### config.mk
export PLATFORM = sky130hd
export DESIGN_NAME = mux_rr_arb
export DESIGN_NICKNAME = d
export VERILOG_FILES = /design/src/rtl/mux_rr_arb_pkg.sv /design/src/rtl/rr_pick.sv /design/src/rtl/mux_rr_arb.sv
export SDC_FILE = /design/constraint.sdc
export NUM_CORES = 1
export LEC_CHECK = 0
export ABC_AREA = 0
export BUFFER_PORTS_ARGS = -buffer_cell sky130_fd_sc_hd__buf_2
export CORE_UTILIZATION = 42
export DETAILED_ROUTE_END_ITERATION = 16
export PLACE_DENSITY = 0.87
export SETUP_SLACK_MARGIN = 0.2
export SLEW_MARGIN = 20
export SYNTH_ARGS = -nofsm -noshare
export SYNTH_HDL_FRONTEND = slang
export SYNTH_SLANG_ARGS = --single-unit
### constraint.sdc
create_clock -name clk -period 2 [get_ports clk]
set_input_delay 0.1 -clock clk [delete_from_list [all_inputs] [get_ports clk]]
set_output_delay 0.1 -clock clk [all_outputs]
set_load 0.005 [all_outputs]
### src/rtl/mux_rr_arb_pkg.sv
// Shared types for mux_rr_arb: lock FSM state and mode encodings.
package mux_rr_arb_pkg;

  typedef enum logic {
    UNLOCKED = 1'b0,
    LOCKED   = 1'b1
  } lock_state_e;

  localparam logic MODE_FIXED = 1'b0;
  localparam logic MODE_RR    = 1'b1;

endpackage

### src/rtl/rr_pick.sv
// Round-robin priority search: first asserted req at or above ptr, wrapping at N.
module rr_pick #(
  parameter int unsigned N = 4,
  localparam int unsigned IdxW = $clog2(N)
) (
  input  logic [N-1:0]    req,
  input  logic [IdxW-1:0] ptr,
  output logic [IdxW-1:0] gnt_idx,
  output logic            gnt_vld
);

  logic [IdxW-1:0] idx;

  always_comb begin
    gnt_idx = '0;
    gnt_vld = 1'b0;
    idx     = '0;
    for (int unsigned k = 0; k < N; k++) begin
      idx = IdxW'((32'(ptr) + k) % N);
      if (!gnt_vld && req[idx]) begin
        gnt_vld = 1'b1;
        gnt_idx = idx;
      end
    end
  end

endmodule

### src/rtl/mux_rr_arb.sv
// N-channel mux with fixed-select or round-robin arbitration and a registered output.
// Define MUX_RR_ARB_LOCK_EN to hold the grant across multi-beat packets (ended by in_last).
module mux_rr_arb
  import mux_rr_arb_pkg::*;
#(
  parameter int unsigned N = 4,
  parameter int unsigned W = 4,
  localparam int unsigned SelW = $clog2(N)
) (
  input  logic              clk,
  input  logic              rst_n,
  input  logic              mode,
  input  logic [SelW-1:0]   sel,
  input  logic [N-1:0]      in_valid,
  output logic [N-1:0]      in_ready,
  input  logic [N*W-1:0]    in_data,
  input  logic [N-1:0]      in_last,
  output logic              out_valid,
  input  logic              out_ready,
  output logic [W-1:0]      out_data,
  output logic [SelW-1:0]   out_ch
);

  logic            out_valid_q, out_valid_d;
  logic [W-1:0]    out_data_q, out_data_d;
  logic [SelW-1:0] out_ch_q, out_ch_d;
  logic [SelW-1:0] ptr_q, ptr_d;
  logic [SelW-1:0] rr_idx, gnt_idx, lock_ch;
  logic            rr_vld, gnt_vld, accept, xfer, locked;

  rr_pick #(
    .N (N)
  ) u_rr_pick (
    .req     (in_valid),
    .ptr     (ptr_q),
    .gnt_idx (rr_idx),
    .gnt_vld (rr_vld)
  );

`ifdef MUX_RR_ARB_LOCK_EN
  lock_state_e     lock_q, lock_d;
  logic [SelW-1:0] lock_ch_q, lock_ch_d;

  always_comb begin
    lock_d    = lock_q;
    lock_ch_d = lock_ch_q;
    if (xfer) begin
      unique case (lock_q)
        UNLOCKED: begin
          if (!in_last[gnt_idx]) begin
            lock_d    = LOCKED;
            lock_ch_d = gnt_idx;
          end
        end
        LOCKED: begin
          if (in_last[gnt_idx]) lock_d = UNLOCKED;
        end
        default: lock_d = UNLOCKED;
      endcase
    end
  end

  always_ff @(posedge clk or negedge rst_n) begin
    if (!rst_n) begin
      lock_q    <= UNLOCKED;
      lock_ch_q <= '0;
    end else begin
      lock_q    <= lock_d;
      lock_ch_q <= lock_ch_d;
    end
  end

  assign locked  = (lock_q == LOCKED);
  assign lock_ch = lock_ch_q;
`else
  logic unused_last;
  assign unused_last = ^in_last;
  assign locked      = 1'b0;
  assign lock_ch     = '0;
`endif

  // A held lock overrides both mode and sel.
  always_comb begin
    gnt_idx = '0;
    gnt_vld = 1'b0;
    if (locked) begin
      gnt_idx = lock_ch;
      gnt_vld = 1'b1;
    end else if (mode == MODE_RR) begin
      gnt_idx = rr_idx;
      gnt_vld = rr_vld;
    end else begin
      gnt_idx = sel;
      gnt_vld = (32'(sel) < N);
    end
  end

  assign accept = ~out_valid_q | out_ready;
  assign xfer   = gnt_vld & accept & in_valid[gnt_idx];

  always_comb begin
    in_ready = '0;
    if (gnt_vld && accept && rst_n) in_ready[gnt_idx] = 1'b1;
  end

  always_comb begin
    out_valid_d = out_valid_q;
    out_data_d  = out_data_q;
    out_ch_d    = out_ch_q;
    ptr_d       = ptr_q;
    if (xfer) begin
      out_valid_d = 1'b1;
      out_data_d  = in_data[32'(gnt_idx) * W +: W];
      out_ch_d    = gnt_idx;
      if (mode == MODE_RR && !locked) begin
        ptr_d = (32'(gnt_idx) == N - 1) ? '0 : gnt_idx + 1'b1;
      end
    end else if (out_ready) begin
      out_valid_d = 1'b0;
    end
  end

  always_ff @(posedge clk or negedge rst_n) begin
    if (!rst_n) begin
      out_valid_q <= 1'b0;
      out_data_q  <= '0;
      out_ch_q    <= '0;
      ptr_q       <= '0;
    end else begin
      out_valid_q <= out_valid_d;
      out_data_q  <= out_data_d;
      out_ch_q    <= out_ch_d;
      ptr_q       <= ptr_d;
    end
  end

  assign out_valid = out_valid_q;
  assign out_data  = out_data_q;
  assign out_ch    = out_ch_q;

endmodule

# [Yosys cells after proc, flatten, opt, wreduce, memory -nomap -nowiden]
# Index checks and enable logic that the tools add are counted.
[classes] n_div=0 add_sub_neg=4 n_bitwise=4 magnitude_cmp=6 n_shift=1 eq_ne=1 n_reduce_logical=11 n_mux=26 n_mul=0
[op_table] operator="indexed part select 16 x 5 -> 4 bit" count=1
[op_table] operator="less-than comparator 2 x 3 -> 1 bit, second input constant" count=5
[op_table] operator="2-to-1 mux 1 bit" count=13
[op_table] operator="2-to-1 mux 2 bit" count=6
[op_table] operator="binary-select mux 1 bit (select 2 bit)" count=5
[op_table] operator="logical AND 1 bit" count=6
[op_table] operator="adder 2 x 1 -> 2 bit, second input constant" count=2
[op_table] operator="adder 2 bit, second input constant" count=2
[op_table] operator="2-to-1 mux 4 bit" count=1
[op_table] operator="logical NOT 1 bit" count=3
[op_table] operator="AND 1 bit" count=2
[op_table] operator="demux 1 bit (select 2 bit)" count=1
[op_table] operator="equality test 2 bit, second input constant" count=1
[op_table] operator=">= comparator 2 x 1 -> 1 bit, second input constant" count=1
[op_table] operator="AND reduction 2 bit" count=1
[op_table] operator="nonzero test 2 bit" count=1
[op_table] operator="inverter 1 bit" count=1
[op_table] operator="bitwise OR 1 bit" count=1
[totals] out_inout_bits=11 register_bits=9 input_bits=30 memories=0 word_cells=57 latchBits=0 ramBits=0 romBits=0

# [Depth between registers and ports, before layout]
# Gate-level depths: netlist (run 1).
[depth] depth_word=18 ltp_mapped=8 depth_no_buf=7

# [Modules after synthesis]
# From an unflattened synthesis (run 1), not the netlist that was laid out.
[unflattened] cells_unflattened=77 hier_area_um2=790.8
[modules_own_cells] module="mux_rr_arb" area_each_um2=713.2 n_inst=1 cells_each=62 seq_area_each_um2=225.2
[modules_own_cells] module="rr_pick" area_each_um2=77.6 n_inst=1 cells_each=15 seq_area_each_um2=0.0

# [Least setup slack after synthesis (run 1)]
# No wires, ideal clock.
[synth_timing] kind="reg2reg" start="reg ptr_q[1]" end="reg out_ch_q[0], in the netlist out_ch[0]" n_path_buf=0 t_required_ns=1.875 synth_period_minus_slack_ns=2.003 slack_ns=-0.003 t_arrival_ns=1.878 setup_time_ns=0.125 path_stages_with_launch=8 cell_sequence="dfrtp_1 nand2b_1 a211oi_2 a311oi_4 inv_4 o31ai_2 a31oi_4 mux2_4"
[synth_between] elab_chain_len=16 elab_cells_between_ends=31 cone_classes="add/sub (3); mux (20); bitwise (2); reduce/logical (6)"
[synth_lines] element="start: declaration" line="mux_rr_arb.sv:27" source="logic [SelW-1:0] ptr_q, ptr_d;"
[synth_lines] element="start signal: assignment" line="mux_rr_arb.sv:133" source="ptr_q <= ptr_d;"
[synth_lines] element="branches (longest 11 deep; another with adder 2 x 1 -> 2 bit)"
[synth_lines] element="2-to-1 mux 2 bit *" line="rr_pick.sv:20" source="if (!gnt_vld && req[idx]) begin"
[synth_lines] element="2-to-1 mux 2 bit *" line="mux_rr_arb.sv:89" source="end else if (mode == MODE_RR) begin"
[synth_lines] element="net gnt_idx[0]" line="mux_rr_arb.sv:28" source="logic [SelW-1:0] rr_idx, gnt_idx, lock_ch;"
[synth_lines] element="binary-select mux 1 bit (select 2 bit)" line="mux_rr_arb.sv:99" source="assign xfer = gnt_vld & accept & in_valid[gnt_idx];"
[synth_lines] element="2-to-1 mux 1 bit (not written as such)" line="mux_rr_arb.sv:99"
[synth_lines] element="AND 1 bit" line="mux_rr_arb.sv:99"
[synth_lines] element="end signal: assignment" line="mux_rr_arb.sv:132" source="out_ch_q <= out_ch_d;"
[synth_lines] element="end: declaration" line="mux_rr_arb.sv:26" source="logic [SelW-1:0] out_ch_q, out_ch_d;"
# Mark *: on every way through the listed nets, which the timed path passes. The select of a mux whose other input is x is not followed.
# A chain may end at the register's enable or synchronous reset.

# [Final worst setup path (run 1)]
[layout_timing] start="reg ptr_q[1]" end="out in_ready[3]"
[layout_between] elab_chain_len=18 elab_cells_between_ends=35 cone_classes="add/sub (3); order compare (2); mux (21); reduce/logical (9)"
[layout_lines] element="branches (longest 11 deep; another with adder 2 x 1 -> 2 bit)"
[layout_lines] element="2-to-1 mux 2 bit *" line="rr_pick.sv:20"
[layout_lines] element="2-to-1 mux 2 bit *" line="mux_rr_arb.sv:89"
[layout_lines] element="net gnt_idx[0]" line="mux_rr_arb.sv:28"
[layout_lines] element="less-than comparator 2 x 3 -> 1 bit (not written as such) / >= comparator 2 x 1 -> 1 bit (equally long branches)" line="mux_rr_arb.sv:103" source="if (gnt_vld && accept && rst_n) in_ready[gnt_idx] = 1'b1;"
[layout_lines] element="logical AND 1 bit (not written as such)" line="mux_rr_arb.sv:103"
[layout_lines] element="2-to-1 mux 1 bit (not written as such)" line="mux_rr_arb.sv:103"
[layout_lines] element="demux 1 bit (select 2 bit) *" line="mux_rr_arb.sv:103"
[layout_lines] element="2-to-1 mux 4 bit *" line="mux_rr_arb.sv:103"
[layout_lines] element="end: declaration" line="mux_rr_arb.sv:15" source="output logic [N-1:0] in_ready,"
# Marked as above.

==> results of run 1 <==
-- state kept, by name (all words and copies together), names as in the netlist --
name	flops
ptr_q	2
out_valid	1
out_data	4
out_ch	2
-- through the flow --
stage / instance area [um^2] / util, % / worst slack [ps] / cells / hold WS, ps
floorplan: 920.9 / - / 54.54 / 86 / -195.6
global placement: 1197 / 60.42 / -56.22 / 158 / -30.57
detailed placement: 1197 / 60.42 / -133.8 / 158 / -26.74
CTS: 1323 / 66.73 / -58.24 / 166 / 227.6
global route: 1371 / 69.19 / -130.1 / 167 / 265.3
finish: 1371 / 69.19 / -81.02 / 167 / 235.9
-- timing repair --
action                     in CTS  in global routing
setup buffers                   3                  1
hold endpoints to repair        9                  0
pin swaps                      10                  3
hold buffers                    1                  0
setup endpoints to repair      12                 12
resized for setup              13                  7
-- final timing paths --
kind | slack, ps | end | cells past startpoint | from
max | -80 | in_ready[3] | 8 | ptr_q[1]$_DFFE_PN0P_
min | 240 | out_data[2]$_DFFE_PN0P_ | 2 | rst_n
max reg2reg | -80 | out_data[3]$_DFFE_PN0P_ | 6 | ptr_q[1]$_DFFE_PN0P_
min reg2reg | 510 | out_data[0]$_DFFE_PN0P_ | 1 | out_data[0]$_DFFE_PN0P_
max in group asynchronous | 1550 | ptr_q[1]$_DFFE_PN0P_ | 2 | rst_n
min in group clk | 250 | out_valid$_DFFE_PN0P_ | 3 | out_ready
-- kinds of logic (layout without fill, tap and decap cells) --
family	after synthesis	count (layout)	synth area share (%)
AO/OA/AOI/OAI	22	22	22.35
adder cells (fa/ha/maj)	2	2	2.793
buffers and inverters	7	61	5.028
flip-flops	9	9	25.14
multiplexers	12	12	22.63
AND/OR/NAND/NOR	34	34	22.07
-- per-layer routing --
metal  vias to the layer above  track usage, %  part of all wire [%]
li1                        443               -                     -
met1                       446           25.06                    41
met2                        47           42.93                    52
met3                         4           1.111                   4.9
met4                         0           13.33                   1.7
met5                         -               0                     0
-- cell type report --
class,instances,area [um^2],share of cell area (%)
multi-input combinational,70,742.0,54.11
timing repair buffer,53,324.1,23.63
sequential,9,227.7,16.61
tap,27,33.78,2.463
clock buffer,4,26.28,1.916
inverter,4,17.52,1.277
-- where the power goes --
part | switching [mW] | total, mW | internal [mW]
clock | 0.0651 | 0.142 | 0.0770
combinational | 0.384 | 0.894 | 0.509
sequential | 0.0840 | 0.360 | 0.276
total | 0.533 | 1.40 | 0.862
-- cells in the final DEF (no fill, tap or decap), drive strengths merged, types with 4 or more instances in the layout --
master  count
a21oi       5
clkbuf      4
dfrtp       9
mux4        4
inv         4
mux2        8
buf        52
nor2b       4
nand2b      6
nor2        9
==> impl_metrics.csv, run 1 <==
group,metric,value,unit
route,detailed_routing_iterations_pass_1,4,
route,average_wire_length_per_cell_after_detail_routing,16.34,um
floorplan,die_y,48.19,um
global_route,grt.overflow.total,0,
outcome,violations,"setup timing",
timing,timing.max_slew.rel_slack,74.15,%
timing,setup_tns,-555.0,ps
global_route,grt_pass1_vias,806,
worst_setup_path,critical_path.max_fanout,7,
synthesis,yosys-top-cells-area,"dfrtp_1, mux2_4, mux4_2, nand2b_1, nor2_1",
worst_setup_path,worst_setup_path_end_kind,"output port",
timing,final_critical_path_setup_slack,-81.02,ps
timing,final-hold-violation-count,0,
finish,drive_gt1_share,64.29,%
global_route,number_of_antenna_violations_at_the_first_check_in_global_routing,0,
floorplan,ios,41,
worst_setup_path,critical-path-slowest-cell,"dfrtp_2",
synthesis,mappedNetlistNets,118,
clocking,clockBufferDepth,2,
timing,layout_worst_path_cycle_share,104.1,%
finish,fillCellCount,158,
timing,max_freq,480.5,MHz
clocking,clk_transition_reported_paths,60,ps
worst_setup_path,worstSetupPathType,"register to output port",
floorplan,core,0.001982,mm^2
placed_design,detailedPlacementHpwl,1.854,mm
worst_setup_path,kind_of_cell_adding_the_most_delay_to_the_critical_path,"compound AO/OA/AOI/OAI gates",
synthesis,synth_top_area_share,25.14,%
finish,nets,173,
power_and_ir_drop,cellPowerDensity,1018,mW/mm^2
run,maxCapViolations,0,
worst_hold_path,timing.hold.worst.class,"input pin to async pin",
worst_setup_path,data_required_time_at_the_worst_endpoint,1900,ps
power_and_ir_drop,static_leakage,0.6194,nW
global_route,grt_first_pass_wirelength,3.491,mm
synthesis,synthArstFlopShare,100.0,%
route,drt_iter0_markers,14,
synthesis,post_synth_edffs,0,
worst_setup_path,buffering_stage_count_on_the_worst_path_with_inverters_included,3,
worst_setup_path,worst-endpoint-arrival,1980,ps
route,wl,2.729,mm
synthesis,synth_cells,86,
timing,setup_repair_after_global_routing_missed_its_margin,"true",
route,drt_drc_violations_left,0,
floorplan,die_width,48.19,um
route,via_per_inst,5.629,
finish,antenna_diode_count,0,
synthesis,mappedNetlistArea,895.9,um^2
placed_design,gpl.final_weighted_congestion,0.8563,
finish,areaGrowthSynthToFinish,53.07,%
power_and_ir_drop,peakVddDrop,0.0004992,V
clocking,cts_tree,"built",
worst_setup_path,timing.critical_path.slowest_cell_delay,440,ps
clocking,number_of_clock_buffers_inserted_by_tritoncts,3,
synthesis,yosysWarnings,0,
synthesis,synth.avg_cell_area,10.42,um^2
worst_setup_path,worst_setup_sp_type,"register",
global_route,pin_count_of_the_biggest_net_entering_global_routing,13,
synthesis,ff_latch_count_synth,9,
floorplan,fp-row-count,16,
clocking,htreeDepth,1,
timing,min_cycle_time_layout,2081,ps
synthesis,synth_sequential_area_ratio,25.14,%
outcome,status,"finished with violations",
floorplan,floorplan.initialDensity,45.20,%
route,number_of_vias_in_the_routed_layout,940,
synthesis,synth.cells.most_frequent,"dfrtp_1, nor2_1, mux2_4, nand2b_1, a21oi_1",
global_route,grt_usage,22.86,%
timing,report.final.slew_viol_count,0,
route,drtAntennaViolNets,0,
placed_design,count_of_port_buffers_added_during_placement,36,
worst_setup_path,crit_path_cell_trace,"nand2b_4 > a211oi_4 > a311oi_4 > buf_4 > buf_6 > ha_4 > and3_1 > buf_2",
power_and_ir_drop,power.total,1.396,mW
synthesis,post-synth-top-area-cell,"dfrtp_1",
synthesis,synth_flop_cell,"dfrtp_1",
timing,skew,2.325,ps
clocking,cell_chosen_for_the_clock_root,"clkbuf_4",
synthesis,netlist-cell-type-count,39,
timing,timing.final.setup_violations,9,
timing,slew_worst_pin,386.9,ps
floorplan,die_area,0.002322,mm^2
clocking,cts.sink_count,9,
clocking,worstSkewPairLatency,270,ps
No activity file was read; power rests on OpenSTA's default activity.
==> inputs of run 2 (changes only) <==
PLACE_DENSITY = default   (was 0.87)
PLACE_DENSITY_LB_ADDON = 0.15   (was default)
==> impl_metrics.csv, run 2 (synthesis results as in run 1) <==
group,metric,value,unit
route,detailed_routing_iterations_pass_1,4,
clocking,number_of_clock_buffers_inserted_by_tritoncts,3,
finish,antenna_diode_count,0,
timing,timing.final.setup_violations,8,
finish,nets,180,
finish,commonest_non_fill_non_tap_cell_in_the_layout,"buf_2",
global_route,grt_pass1_vias,903,
timing,final-hold-violation-count,0,
global_route,grt_first_pass_wirelength,4.133,mm
finish,fillCellCount,141,
floorplan,die_width,48.19,um
floorplan,fp-row-count,16,
floorplan,core,0.001982,mm^2
worst_hold_path,timing.hold.worst.class,"input pin to async pin",
clocking,clk_transition_reported_paths,60,ps
global_route,pin_count_of_the_biggest_net_entering_global_routing,13,
route,drt_drc_violations_left,0,
timing,max_freq,485.8,MHz
placed_design,place_ws,-78.10,ps
floorplan,die_area,0.002322,mm^2
run,maxCapViolations,0,
finish,areaGrowthSynthToFinish,64.66,%
worst_setup_path,worst-endpoint-arrival,2220,ps
power_and_ir_drop,peakVddDrop,0.0006839,V
power_and_ir_drop,combinational_power_share,66.4,%
clocking,cts_tree,"built",
timing,report.final.slew_viol_count,0,
global_route,grt.overflow.total,0,
power_and_ir_drop,cellPowerDensity,1015,mW/mm^2
power_and_ir_drop,p_clk_share,9.9,%
timing,layout_worst_path_cycle_share,102.9,%
global_route,grt_usage,26.80,%
route,average_wire_length_per_cell_after_detail_routing,16.47,um
route,drtAntennaViolNets,0,
power_and_ir_drop,seq_power_share,23.8,%
timing,final_critical_path_setup_slack,-58.50,ps
placed_design,count_of_port_buffers_added_during_placement,36,
worst_setup_path,data_required_time_at_the_worst_endpoint,2160,ps
timing,min_cycle_time_layout,2058,ps
timing,timing.max_slew.rel_slack,73.18,%
finish,drive_gt1_share,68.03,%
placed_design,detailedPlacementHpwl,1.863,mm
global_route,number_of_antenna_violations_at_the_first_check_in_global_routing,0,
floorplan,ios,41,
floorplan,floorplan.initialDensity,45.20,%
finish,largest_reg_flops,4,
worst_setup_path,worstSetupPathType,"register to register",
clocking,clockBufferDepth,2,
timing,slew_worst_pin,401.4,ps
worst_setup_path,worst_setup_path_end_kind,"register",
worst_setup_path,reg2regPathDepth,6,
clocking,cell_chosen_for_the_clock_root,"clkbuf_4",
power_and_ir_drop,cell_internal_pwr,0.9291,mW
timing,skew,3.636,ps
route,wl,2.866,mm
finish,most-common-layout-cells,"buf_2, buf_4, nor2_1, buf_6",
route,number_of_vias_in_the_routed_layout,986,
worst_setup_path,critical_path.max_fanout,7,
clocking,cts.sink_count,9,
route,drt_iter0_markers,42,
power_and_ir_drop,static_leakage,0.6655,nW
power_and_ir_drop,sw_frac_of_total,37.95,%
power_and_ir_drop,p_switching,0.5682,mW
outcome,status,"finished with violations",
finish,final_cells,174,
timing,setup_repair_after_global_routing_missed_its_margin,"true",
finish,final_design_area_no_fill,0.001475,mm^2
clocking,worstSkewPairLatency,270,ps
placed_design,area_of_placed_instances,0.001205,mm^2
route,via_per_inst,5.667,
outcome,violations,"setup timing",
floorplan,die_y,48.19,um
clocking,htreeDepth,1,
placed_design,numPlacedInstances,159,
placed_design,gpl.final_weighted_congestion,0.8762,
worst_setup_path,worst_setup_sp_type,"register",
==> run 2: changes by cell type in the layout (fill, tap and decap cells not counted), sizes merged <==
cell / before / now
buf: 52 / 59
==> run 2: final cells by class <==
cell class | count | area [um^2] | share of cell area, %
timing repair buffer | 60 | 410.4 | 27.82
clock buffer | 4 | 26.28 | 1.781
inverter | 4 | 17.52 | 1.187
tap | 27 | 33.78 | 2.290
sequential | 9 | 227.7 | 15.44
multi-input combinational | 70 | 759.5 | 51.48
==> run 2: worst paths after layout <==
check	endpoint	slack, ps	from
max	out_data[1]$_DFFE_PN0P_	-60	ptr_q[0]$_DFFE_PN0P_
min	out_valid$_DFFE_PN0P_	230	rst_n
min in group clk	out_valid$_DFFE_PN0P_	230	out_ready
max in group asynchronous	ptr_q[0]$_DFFE_PN0P_	1540	rst_n
min reg2reg	out_ch[1]$_DFFE_PN0P_	510	out_ch[1]$_DFFE_PN0P_
max reg2reg	out_data[1]$_DFFE_PN0P_	-60	ptr_q[0]$_DFFE_PN0P_
==> run 2: routing by layer <==
layer	GRT usage [%]	share of wire (%)	vias to the layer above
li1	-	-	455
met1	32.27	38	475
met2	44.53	53	46
met3	6.667	5.3	10
met4	12.78	3.6	0
met5	0	0	-
==> run 2: critical path, cell delays in order (launching register included) <==
cell      delay (ps)
dfrtp_2          460
buf_6            160
a221oi_2         310
o21ai_0          150
o211ai_1         310
a31oi_4          210
mux2_4           340
==> run 2: what timing repair did <==
item,CTS,global route
resized for setup,24,6
setup endpoints to repair,12,12
pin swaps,11,6
buffers inserted,8,2
hold endpoints to repair,9,0
hold buffers,1,0
==> run 2: power by group through the flow <==
stage | Clock (mW) | Sequential (mW) | Combinational, mW
global route | 0.161 | 0.371 | 1.07
global placement | 0 | 0.337 | 0.717
floorplan | 0 | 0.335 | 0.502
CTS | 0.146 | 0.348 | 0.939
finish | 0.148 | 0.356 | 0.994
detailed placement | 0 | 0.338 | 0.741
==> run 2: through the flow <==
step	setup TNS [ps]	power (mW)	util, %	hold WS [ps]
floorplan	0	0.8372	-	-195.6
CTS	-432.8	1.432	72.85	242.0
global placement	-88.77	1.054	60.80	-24.73
finish	-380.9	1.497	74.43	231.7
detailed placement	-418.5	1.079	60.80	-22.93
global route	-986.3	1.599	74.43	241.5
==> inputs of run 3 (changes only) <==
CORE_ASPECT_RATIO = 0.9   (was default)
==> impl_metrics.csv, run 3 (synthesis results as in run 1) <==
group,metric,value,unit
timing,max_freq,478.9,MHz
global_route,pin_count_of_the_biggest_net_entering_global_routing,17,
placed_design,gpl.final_weighted_congestion,0.7955,
worst_setup_path,worst-endpoint-arrival,2230,ps
worst_setup_path,worst_setup_path_end_kind,"register",
finish,final_cells,168,
clocking,cell_chosen_for_the_clock_root,"clkbuf_4",
route,via_per_inst,5.571,
finish,most-common-layout-cells,"buf_2, buf_4, nor2_1, mux2_4, dfrtp_1",
clocking,clk_transition_reported_paths,60,ps
worst_hold_path,timing.hold.worst.class,"input pin to async pin",
clocking,cts_tree,"built",
timing,timing.max_slew.rel_slack,73.43,%
floorplan,die_y,45.82,um
worst_setup_path,critical_path.max_fanout,7,
timing,setup_tns,-593.1,ps
finish,areaGrowthSynthToFinish,53.21,%
route,average_wire_length_per_cell_after_detail_routing,15.42,um
clocking,number_of_clock_buffers_inserted_by_tritoncts,3,
timing,layout_worst_path_cycle_share,104.4,%
power_and_ir_drop,peakVddDrop,0.0006952,V
global_route,grt.overflow.total,0,
global_route,number_of_antenna_violations_at_the_first_check_in_global_routing,0,
global_route,grt_first_pass_wirelength,4.008,mm
clocking,htreeDepth,1,
placed_design,count_of_port_buffers_added_during_placement,36,
route,detailed_routing_iterations_pass_1,4,
outcome,status,"finished with violations",
finish,fillCellCount,160,
timing,skew,2.360,ps
worst_setup_path,worstSetupPathType,"register to register",
outcome,violations,"setup timing",
power_and_ir_drop,cellPowerDensity,1006,mW/mm^2
finish,largest_reg_flops,4,
timing,final_critical_path_setup_slack,-88.01,ps
route,drtAntennaViolNets,0,
route,drt_drc_violations_left,0,
placed_design,place_ws,-123.9,ps
floorplan,die_width,50.68,um
timing,min_cycle_time_layout,2088,ps
floorplan,ios,41,
finish,drive_gt1_share,63.64,%
timing,setup_repair_after_global_routing_missed_its_margin,"true",
timing,report.final.slew_viol_count,0,
route,drt_iter0_markers,25,
timing,final-hold-violation-count,0,
placed_design,detailedPlacementHpwl,1.923,mm
finish,antenna_diode_count,0,
worst_setup_path,reg2regPathDepth,7,
clocking,worstSkewPairLatency,260,ps
finish,nets,176,
global_route,grt_usage,24.09,%
power_and_ir_drop,static_leakage,0.6313,nW
finish,commonest_non_fill_non_tap_cell_in_the_layout,"buf_2",
global_route,grt_pass1_vias,849,
timing,timing.final.setup_violations,10,
run,maxCapViolations,0,
timing,timing.hold.ws,241.5,ps
clocking,clockBufferDepth,2,
floorplan,floorplan.initialDensity,45.46,%
worst_setup_path,data_required_time_at_the_worst_endpoint,2140,ps
floorplan,die_area,0.002322,mm^2
floorplan,core,0.001971,mm^2
route,number_of_vias_in_the_routed_layout,936,
timing,slew_worst_pin,398.6,ps
route,wl,2.591,mm
worst_setup_path,worst_setup_sp_type,"register",
placed_design,numPlacedInstances,158,
floorplan,fp-row-count,15,
clocking,cts.sink_count,9,
run 3: changes by cell type in the layout (fill, tap and decap cells not counted), sizes merged:
cell  before  now
buf       59   55
run 3: stage by stage:
stage / area [um^2] / utilization (%) / total power [mW]
2_1_floorplan: 920.9 / - / 0.8372
3_3_place_gp: 1210 / 61.40 / 1.069
3_5_place_dp: 1210 / 61.40 / 1.100
4_1_cts: 1308 / 66.35 / 1.306
5_1_grt: 1373 / 69.65 / 1.483
6_report: 1373 / 69.65 / 1.381
run 3: per-layer routing:
metal | vias to the layer above | wire (um) | global-route usage, %
met2 | 35 | 1312 | 42.93
li1 | 449 | - | -
met1 | 452 | 1105 | 30.92
met5 | - | 0 | 0
met4 | 0 | 0 | 3.333
met3 | 0 | 173 | 5.000
run 3: cell type report:
cell class | instances | area, um^2 | area share, %
clock buffers | 4 | 26.28 | 1.914
repair buffers | 56 | 359.1 | 26.16
multi-input cells | 70 | 710.7 | 51.78
flip-flops and latches | 9 | 227.7 | 16.59
inverters | 4 | 17.52 | 1.276
well taps | 25 | 31.28 | 2.279
run 3: worst max-delay path, cell delays in order, from the launching register on:
cell and delay, ps:
dfrtp_2 460, nand3b_1 230, a21oi_2 220, a311oi_4 70, inv_4 130, buf_4 120
mux4_2 470, mux2_4 270
run 3: final timing paths:
path | start | end | slack, ps
min in group clk | out_ready | out_valid$_DFFE_PN0P_ | 260
setup reg to reg | ptr_q[0]$_DFFE_PN0P_ | out_data[2]$_DFFE_PN0P_ | -90
max in group asynchronous | rst_n | ptr_q[0]$_DFFE_PN0P_ | 1530
hold / removal | rst_n | out_data[0]$_DFFE_PN0P_ | 240
hold reg to reg | out_data[1]$_DFFE_PN0P_ | out_data[1]$_DFFE_PN0P_ | 500
setup / recovery | ptr_q[0]$_DFFE_PN0P_ | out_data[2]$_DFFE_PN0P_ | -90
run 3: where the power goes:
part           total (mW)  internal [mW]  switching, mW
Sequential          0.353          0.276         0.0773
Clock               0.142         0.0770         0.0648
Combinational       0.886          0.517          0.369
Total                1.38          0.870          0.511
run 3: timing repair:
item | CTS | global route
pin swaps | 3 | 4
hold endpoints to repair | 9 | 0
resized for setup | 6 | 11
hold buffers | 1 | 0
buffers inserted | 3 | 2
gates cloned | 0 | 0
endpoints found under the setup margin | 12 | 12
